## src/rtl/bldc_commutator_dt.sv

```systemverilog
// bldc_commutator_dt: six-step BLDC commutation with Hall filter, dead time and faults.
// Define BLDC_STALL_DET_EN to build the stall detector that drives fault[1].
module bldc_commutator_dt #(
  parameter int unsigned DT_CYCLES    = 8,
  parameter int unsigned DT_W         = 8,
  parameter int unsigned FILT_LEN     = 4,
  parameter int unsigned STALL_CYCLES = 1000000,
  parameter int unsigned STALL_W      = 24
) (
  input  logic       clk,
  input  logic       rst,
  input  logic       en,
  input  logic       dir,
  input  logic       pwm_in,
  input  logic [2:0] hall,
  output logic [5:0] mosfet,
  output logic [2:0] hall_q,
  output logic       comm_tick,
  output logic [1:0] fault
);
  localparam logic [3:0]         FILT_MAX  = 4'(FILT_LEN - 1);
  localparam logic [DT_W-1:0]    DT_MAX    = DT_W'(DT_CYCLES);
  localparam logic [STALL_W-1:0] STALL_MAX = STALL_W'(STALL_CYCLES);

  logic [2:0] s1_q, s2_q, prev_q;
  logic [3:0] fcnt_q, fcnt_d;
  logic       armed_q;
  logic       match, accept;

  assign match  = (s2_q == prev_q);
  assign accept = match && (fcnt_q == FILT_MAX) && (s2_q != hall_q);

  always_comb begin
    fcnt_d = 4'd0;
    if (match) begin
      fcnt_d = (fcnt_q == FILT_MAX) ? fcnt_q : fcnt_q + 4'd1;
    end
  end

  logic [2:0] hn, hi_req, lo_req;
  logic [5:0] req, mcomp, mos_d;

  // hn[k] is the Hall bit of phase k+1 (mod 3)
  assign hn = {hall_q[0], hall_q[2:1]};

  always_comb begin
    if (dir) begin
      hi_req = {3{pwm_in}} & hall_q & ~hn;
      lo_req = hn & ~hall_q;
    end else begin
      hi_req = {3{pwm_in}} & hn & ~hall_q;
      lo_req = hall_q & ~hn;
    end
  end

  always_comb begin
    req   = '0;
    mcomp = '0;
    for (int k = 0; k < 3; k++) begin
      req[2*k]     = hi_req[k];
      req[2*k+1]   = lo_req[k];
      mcomp[2*k]   = mosfet[2*k+1];
      mcomp[2*k+1] = mosfet[2*k];
    end
  end

  logic [5:0][DT_W-1:0] dt_q, dt_d;
  logic                 gate_ok;

  assign gate_ok = en && !(|fault);

  // the post-increment count gates turn-on, so it lands DT_CYCLES edges after turn-off
  always_comb begin
    dt_d  = '0;
    mos_d = '0;
    for (int s = 0; s < 6; s++) begin
      if (mcomp[s]) begin
        dt_d[s] = '0;
      end else if (dt_q[s] == DT_MAX) begin
        dt_d[s] = dt_q[s];
      end else begin
        dt_d[s] = dt_q[s] + DT_W'(1);
      end
      mos_d[s] = req[s] && (dt_d[s] == DT_MAX)
                 && !mcomp[s] && gate_ok;
    end
  end

  logic       hall_bad, flt_clr, stall_set;
  logic [1:0] fault_d;

  assign hall_bad = (hall_q == 3'b000) || (hall_q == 3'b111);
  assign flt_clr  = !en && !hall_bad;

  always_comb begin
    fault_d = fault | {stall_set, armed_q & hall_bad};
    if (flt_clr) begin
      fault_d = 2'b00;
    end
  end

`ifdef BLDC_STALL_DET_EN
  logic [STALL_W-1:0] stall_q, stall_d;

  always_comb begin
    stall_d = '0;
    if (en && !comm_tick) begin
      stall_d = (stall_q == STALL_MAX) ? stall_q
                                       : stall_q + STALL_W'(1);
    end
  end

  assign stall_set = en && (stall_d == STALL_MAX);

  always_ff @(posedge clk) begin
    if (rst) begin
      stall_q <= '0;
    end else begin
      stall_q <= stall_d;
    end
  end
`else
  logic unused_stall;
  assign unused_stall = ^STALL_MAX;
  assign stall_set    = 1'b0;
`endif

  always_ff @(posedge clk) begin
    if (rst) begin
      s1_q      <= 3'b000;
      s2_q      <= 3'b000;
      prev_q    <= 3'b000;
      fcnt_q    <= 4'd0;
      hall_q    <= 3'b000;
      armed_q   <= 1'b0;
      comm_tick <= 1'b0;
      fault     <= 2'b00;
      mosfet    <= 6'b0;
      dt_q      <= {6{DT_MAX}};
    end else begin
      s1_q      <= hall;
      s2_q      <= s1_q;
      prev_q    <= s2_q;
      fcnt_q    <= fcnt_d;
      comm_tick <= accept;
      if (accept) begin
        hall_q  <= s2_q;
        armed_q <= 1'b1;
      end
      fault     <= fault_d;
      mosfet    <= mos_d;
      dt_q      <= dt_d;
    end
  end

endmodule

```

## config.mk

```make
export PLATFORM = sky130hd
export DESIGN_NAME = bldc_commutator_dt
export DESIGN_NICKNAME = d
export VERILOG_FILES = /design/src/rtl/bldc_commutator_dt.sv
export SDC_FILE = /design/constraint.sdc
export NUM_CORES = 1
export LEC_CHECK = 0
export ABC_AREA = 1
export BUFFER_PORTS_ARGS = -buffer_cell sky130_fd_sc_hd__buf_2
export CAP_MARGIN = 20
export CORE_AREA = 2 2 83 85
export DETAILED_ROUTE_END_ITERATION = 7
export DIE_AREA = 0 0 85 87
export PLACE_DENSITY_LB_ADDON = 0.1
export SLEW_MARGIN = 20
export SYNTH_ARGS = -nofsm -noshare
export SYNTH_HDL_FRONTEND = slang
export SYNTH_SLANG_ARGS = --single-unit
```

## constraint.sdc

```tcl
create_clock -name clk -period 1.4 [get_ports clk]
set_input_delay 0 -clock clk [delete_from_list [all_inputs] [get_ports clk]]
set_output_delay 0 -clock clk [all_outputs]
set_load 0.01 [all_outputs]
```

Word-level counts from Yosys, hierarchy flattened:

Index checks and enable logic that the tools add are counted.

* register bits after elaboration: 74
* input port bits: 8
* output and inout bits: 12
* logic and storage cells: 99

* add/sub/neg operators: 7
* eq/ne operators: 16
* multiplexer cells: 14
* bitwise logic cells: 11
* reductions and logical operators: 36

Operators by type and width (count)
* == test 8 x 4 -> 1 bit, second input constant: 12
* two-way mux 8 bit: 12
* adder 8 x 1 -> 8 bit, second input constant: 6
* logical AND 1 bit: 22
* bitwise AND 3 bit: 6
* logical NOT 1 bit: 9
* two-way mux 3 bit: 2
* inverter 3 bit: 2
* OR reduction 2 bit: 3
* adder 4 x 1 -> 4 bit, second input constant: 1
* == test 4 x 2 -> 1 bit, second input constant: 1
* == test 3 bit: 1
* == test 3 bit, second input constant: 1
* logical NOT 3 bit: 1
* inequality test 3 bit: 1
* OR 2 x 1 -> 2 bit: 1
* bitwise AND 1 bit: 1
* logical OR 1 bit: 1
* inverter 1 bit: 1

Longest topological paths before layout:

* depth in word-level cells: 7
* gate-level depth with buffers: 10
* gate-level depth less buffers: 10

Worst setup path after synthesis:

Ideal clock, no wire load.

* path type: register -> register
* start: reg fcnt_q[0]
* end: reg hall_q[2]
* data arrival time: 1106 ps
* data required time: 1287 ps
* slack: 181 ps
* stages on the path, launching flop included: 9
* path buffers: 0
* clock period less this slack: 1219 ps
* path through: dfxtp_1 -> ha_1 -> nand2_1 -> nor2_2 -> inv_1 -> nor2_1 -> nand3_1 -> nand2_1 -> nor2_1

* cells in the longest elaborated chain, start to end: 3

Ends and longest elaborated chain
* start, declared: RTL line 26 `logic [3:0] fcnt_q, fcnt_d;`
* start signal, assigned: RTL line 144 `fcnt_q <= fcnt_d;`
* == test 4 x 2 -> 1 bit: RTL line 31 `assign accept = match && (fcnt_q == FILT_MAX) && (s2_q != hall_q);`
* logical AND 1 bit (2 in series): RTL line 31
* end signal, assigned: RTL line 147 `hall_q <= s2_q;`
* end, declared: RTL line 17 `output logic [2:0] hall_q,`

Every way passes these cells.
A chain may end at the register's enable or synchronous reset.

Worst setup path after layout:

* start: reg dt_q[40] (netlist name)
* end: reg mosfet[5]

* cells in the longest elaborated chain, start to end: 7

Ends and longest elaborated chain
* start, declared: RTL line 67 `logic [5:0][DT_W-1:0] dt_q, dt_d;`
* start signal, assigned: RTL line 139 `dt_q <= {6{DT_MAX}};`
* start signal, assigned: RTL line 152 `dt_q <= dt_d;`
* adder 8 x 1 -> 8 bit / == test 8 x 4 -> 1 bit (equally long branches): RTL line 82, 79
* two-way mux 8 bit (*): RTL line 79 `end else if (dt_q[s] == DT_MAX) begin`
* two-way mux 8 bit (*): RTL line 77 `if (mcomp[s]) begin`
* == test 8 x 4 -> 1 bit (*): RTL line 84 `mos_d[s] = req[s] && (dt_d[s] == DT_MAX)`
* logical AND 1 bit (*): RTL line 84
* logical AND 1 bit (*) (2 in series): RTL line 85 `&& !mcomp[s] && gate_ok;`
* end signal, assigned: RTL line 151 `mosfet <= mos_d;`
* end, declared: RTL line 16 `output logic [5:0] mosfet,`

Mark *: on every way between the ends. The rest lies on a longest branch, timed or not.

==> run summary <==
R2r setup slk -> 0.08 ns
Worst Path Required -> 1.67 ns
Post-synthesis sequential area ratio -> 0.379
WS Path Type -> reg -> reg
I/O pin cnt -> 20
Chip width -> 85 um
WL per Instance -> 11.5 um
Worst VDD drop -> 1.03 mV
Synthesized area per cell -> 6.48 sq um
Routed Antenna Nets -> 0
Filler cells -> 579
All-Layer GR Usage -> 0.230
Synth Cell Area -> 3860 sq um
Most frequent cells in the layout -> 135 x nand2_1, 119 x nor2_1, 67 x nand3_1, 58 x inv_1, 58 x dfxtp_1
Crit-path max FO -> 4
Share of cells above drive strength 1 -> 0.189
PD cells -> 1350 nW/um^2
Async SR Flop Fraction -> 0
Port Buffers -> 18
Antenna Cells -> 0
Die ar. -> 7400 sq um
Status -> finished, final reports clean
Hold Crit Class -> in -> reg
Syn-to-layout area delta -> 16.1%
Total vias in the final route -> 3677
# setup viols final -> 0
Clock root cell -> clkbuf_8
Avg Vias per Cell -> 5.15
Synth Register Bits -> 73
DRC -> 0
DP HPWL -> 5.84 mm
Most common cell after layout, fill and taps aside -> nand2_1
Yosys cell types -> 34
Critical Path Max Stage Delay -> 0.36 ns
Initial antenna violation count -> 0
Synth warn -> 0
CTS tree -> yes
Clock tree buffer depth -> 2
DP Area -> 4070 sq um
Largest net degree at the start of global routing -> 58
First-pass GRT wire length -> 14.0 mm
Clock H-tree levels -> 3
CP Data Arrival Time -> 1.59 ns
Synth Flop Type -> dfxtp_1
Grt total ovfl -> 0
Clock Pin Slew Worst Setup and Hold Paths -> 0.07 ns
Leakage -> 2.07 nW
CP most frequent cell -> nor2_1
Initial cell density of the core -> 0.588
Crit. End Element -> register
RD Place Congestion -> 0.847
Crit path cell chain -> inv_2 > ha_2 > nand3b_1 > o21ai_2 > nand3_1 > nor2_1 > nand2_1 > nor2_1
Post-synth EDFFs -> 0
Final WL -> 8.23 mm
Critical Path Start Type -> register
Post-layout util -> 0.682
Max Freq -> 0.757 GHz
Clock latency on the worst-skew pair -> 0.33 ns
Crit-path slowest cell -> dfxtp_4
Design Area, Final -> 4480 sq um
Die height -> 87 um
Post-Synthesis Net Count -> 617
Layout Nets -> 650
Row count -> 30
Initial DRC count -> 159
Total CTS buffers -> 9
DR pass1 iterations -> 4
Fin Clk Skew -> 0.00879 ns
Tcrit/Tclk final -> 0.943
Total power -> 0.00604 W
Cells after Synth -> 596
Unrepaired setup endpoints after global routing -> true
Minimum hold slack -> 0.0924 ns
Final Slew Violations -> 0
Hold Vio Cnt, Final -> 0
Max Cap Viol -> 0
CTS sink cnt -> 73
Fin crit period -> 1.32 ns
Number of global-route vias before repair -> 3453
Core Box Area -> 6570 sq um
synth_stat cells (2+ instances only):
master	instances	area, sq um
nand3_1	71	355
buf_1	5	18.8
inv_2	7	26.3
o21ai_1	10	50.1
nor2_4	2	22.5
buf_4	3	22.5
a21o_1	2	15.0
nand4_1	8	50.1
nor3_1	6	30.0
ha_1	13	163
nand2_1	138	518
inv_1	68	255
a21oi_1	11	55.1
nand3b_1	5	37.5
nor2_1	127	477
buf_2	2	10.0
dfxtp_1	73	1460
xnor2_1	5	43.8
or2_2	3	18.8
o21ai_0	14	70.1
xor2_1	2	17.5
nor2_2	6	37.5
nand2_2	4	25.0
layer usage:
metal / GRT usage / wire length, um / up-vias / share of wire
met2: 0.415 / 4070 / 50 / 0.49
met3: 0.0493 / 236 / 11 / 0.029
met4: 0.0750 / 136 / 0 / 0.017
li1: - / - / 1938 / -
met5: 0 / 0 / - / 0
met1: 0.271 / 3790 / 1678 / 0.46
path summary, 6_finish.rpt:
path	start	to	cells after the start
min	rst	dt_q[19]	4
max	dt_q[40]	mosfet[5]	8
max reg2reg	dt_q[40]	mosfet[5]	8
min reg2reg	s1_q[1]	s2_q[1]	2
critical path, delay by kind of cell, from the launching register on:
| kind | cells | cell delay (ns) |
|---|---|---|
| compound gates | 1 | 0.18 |
| fa+ha+maj | 1 | 0.15 |
| buf+inv | 1 | 0.06 |
| flops | 1 | 0.36 |
| simple gates | 5 | 0.51 |
final cells by class:
type                       count  area (sq um)  area share
sequential                    73          1480       0.331
tap                           80           100      0.0223
clock inverter                 2          35.0     0.00781
inverter                      76           285      0.0636
multi-input combinational    437          2190       0.489
timing repair buffer          32           215      0.0480
clock buffer                  14           173      0.0385
per-stage QoR:
step	worst slack [ns]	setup TNS (ns)	instances
6_report	0.0794	0	714
3_5_place_dp	0.0126	0	692
3_3_place_gp	0.0518	0	692
2_1_floorplan	0.181	0	596
5_1_grt	-0.0456	-0.0990	714
4_1_cts	0.00520	0	711
flip-flops by register name, summed over array words and instances, names as in the netlist:
name / count
armed_q: 1
comm_tick: 1
dt_q: 48
fault: 1
fcnt_q: 4
hall_q: 3
mosfet: 6
prev_q: 3
s1_q: 3
s2_q: 3
power breakdown:
part	leakage, nW	switching [W]	internal, W	total, W
Clock	0.107	0.000719	0.000969	0.00169
Sequential	0.598	0.000204	0.00231	0.00251
Combinational	1.37	0.00109	0.000748	0.00184
Total	2.07	0.00202	0.00402	0.00604
kinds of logic after synthesis:
family	count (synthesis)	synth area share
buf+inv	86	0.0872
fa+ha+maj	13	0.0421
compound gates	42	0.0596
flops	73	0.379
xor+xnor	7	0.0159
simple gates	374	0.416
other cells	1	0.000972
timing repair:
action / in CTS / in global routing
pin swaps: 1 / 25
setup buffers: 0 / 3
hold buffers: 3 / 0
resized for setup: 1 / 61
setup endpoints to repair: 3 / 15
endpoints found under the hold margin: 3 / 0
Note: power is estimated with default switching activity, not from simulation.
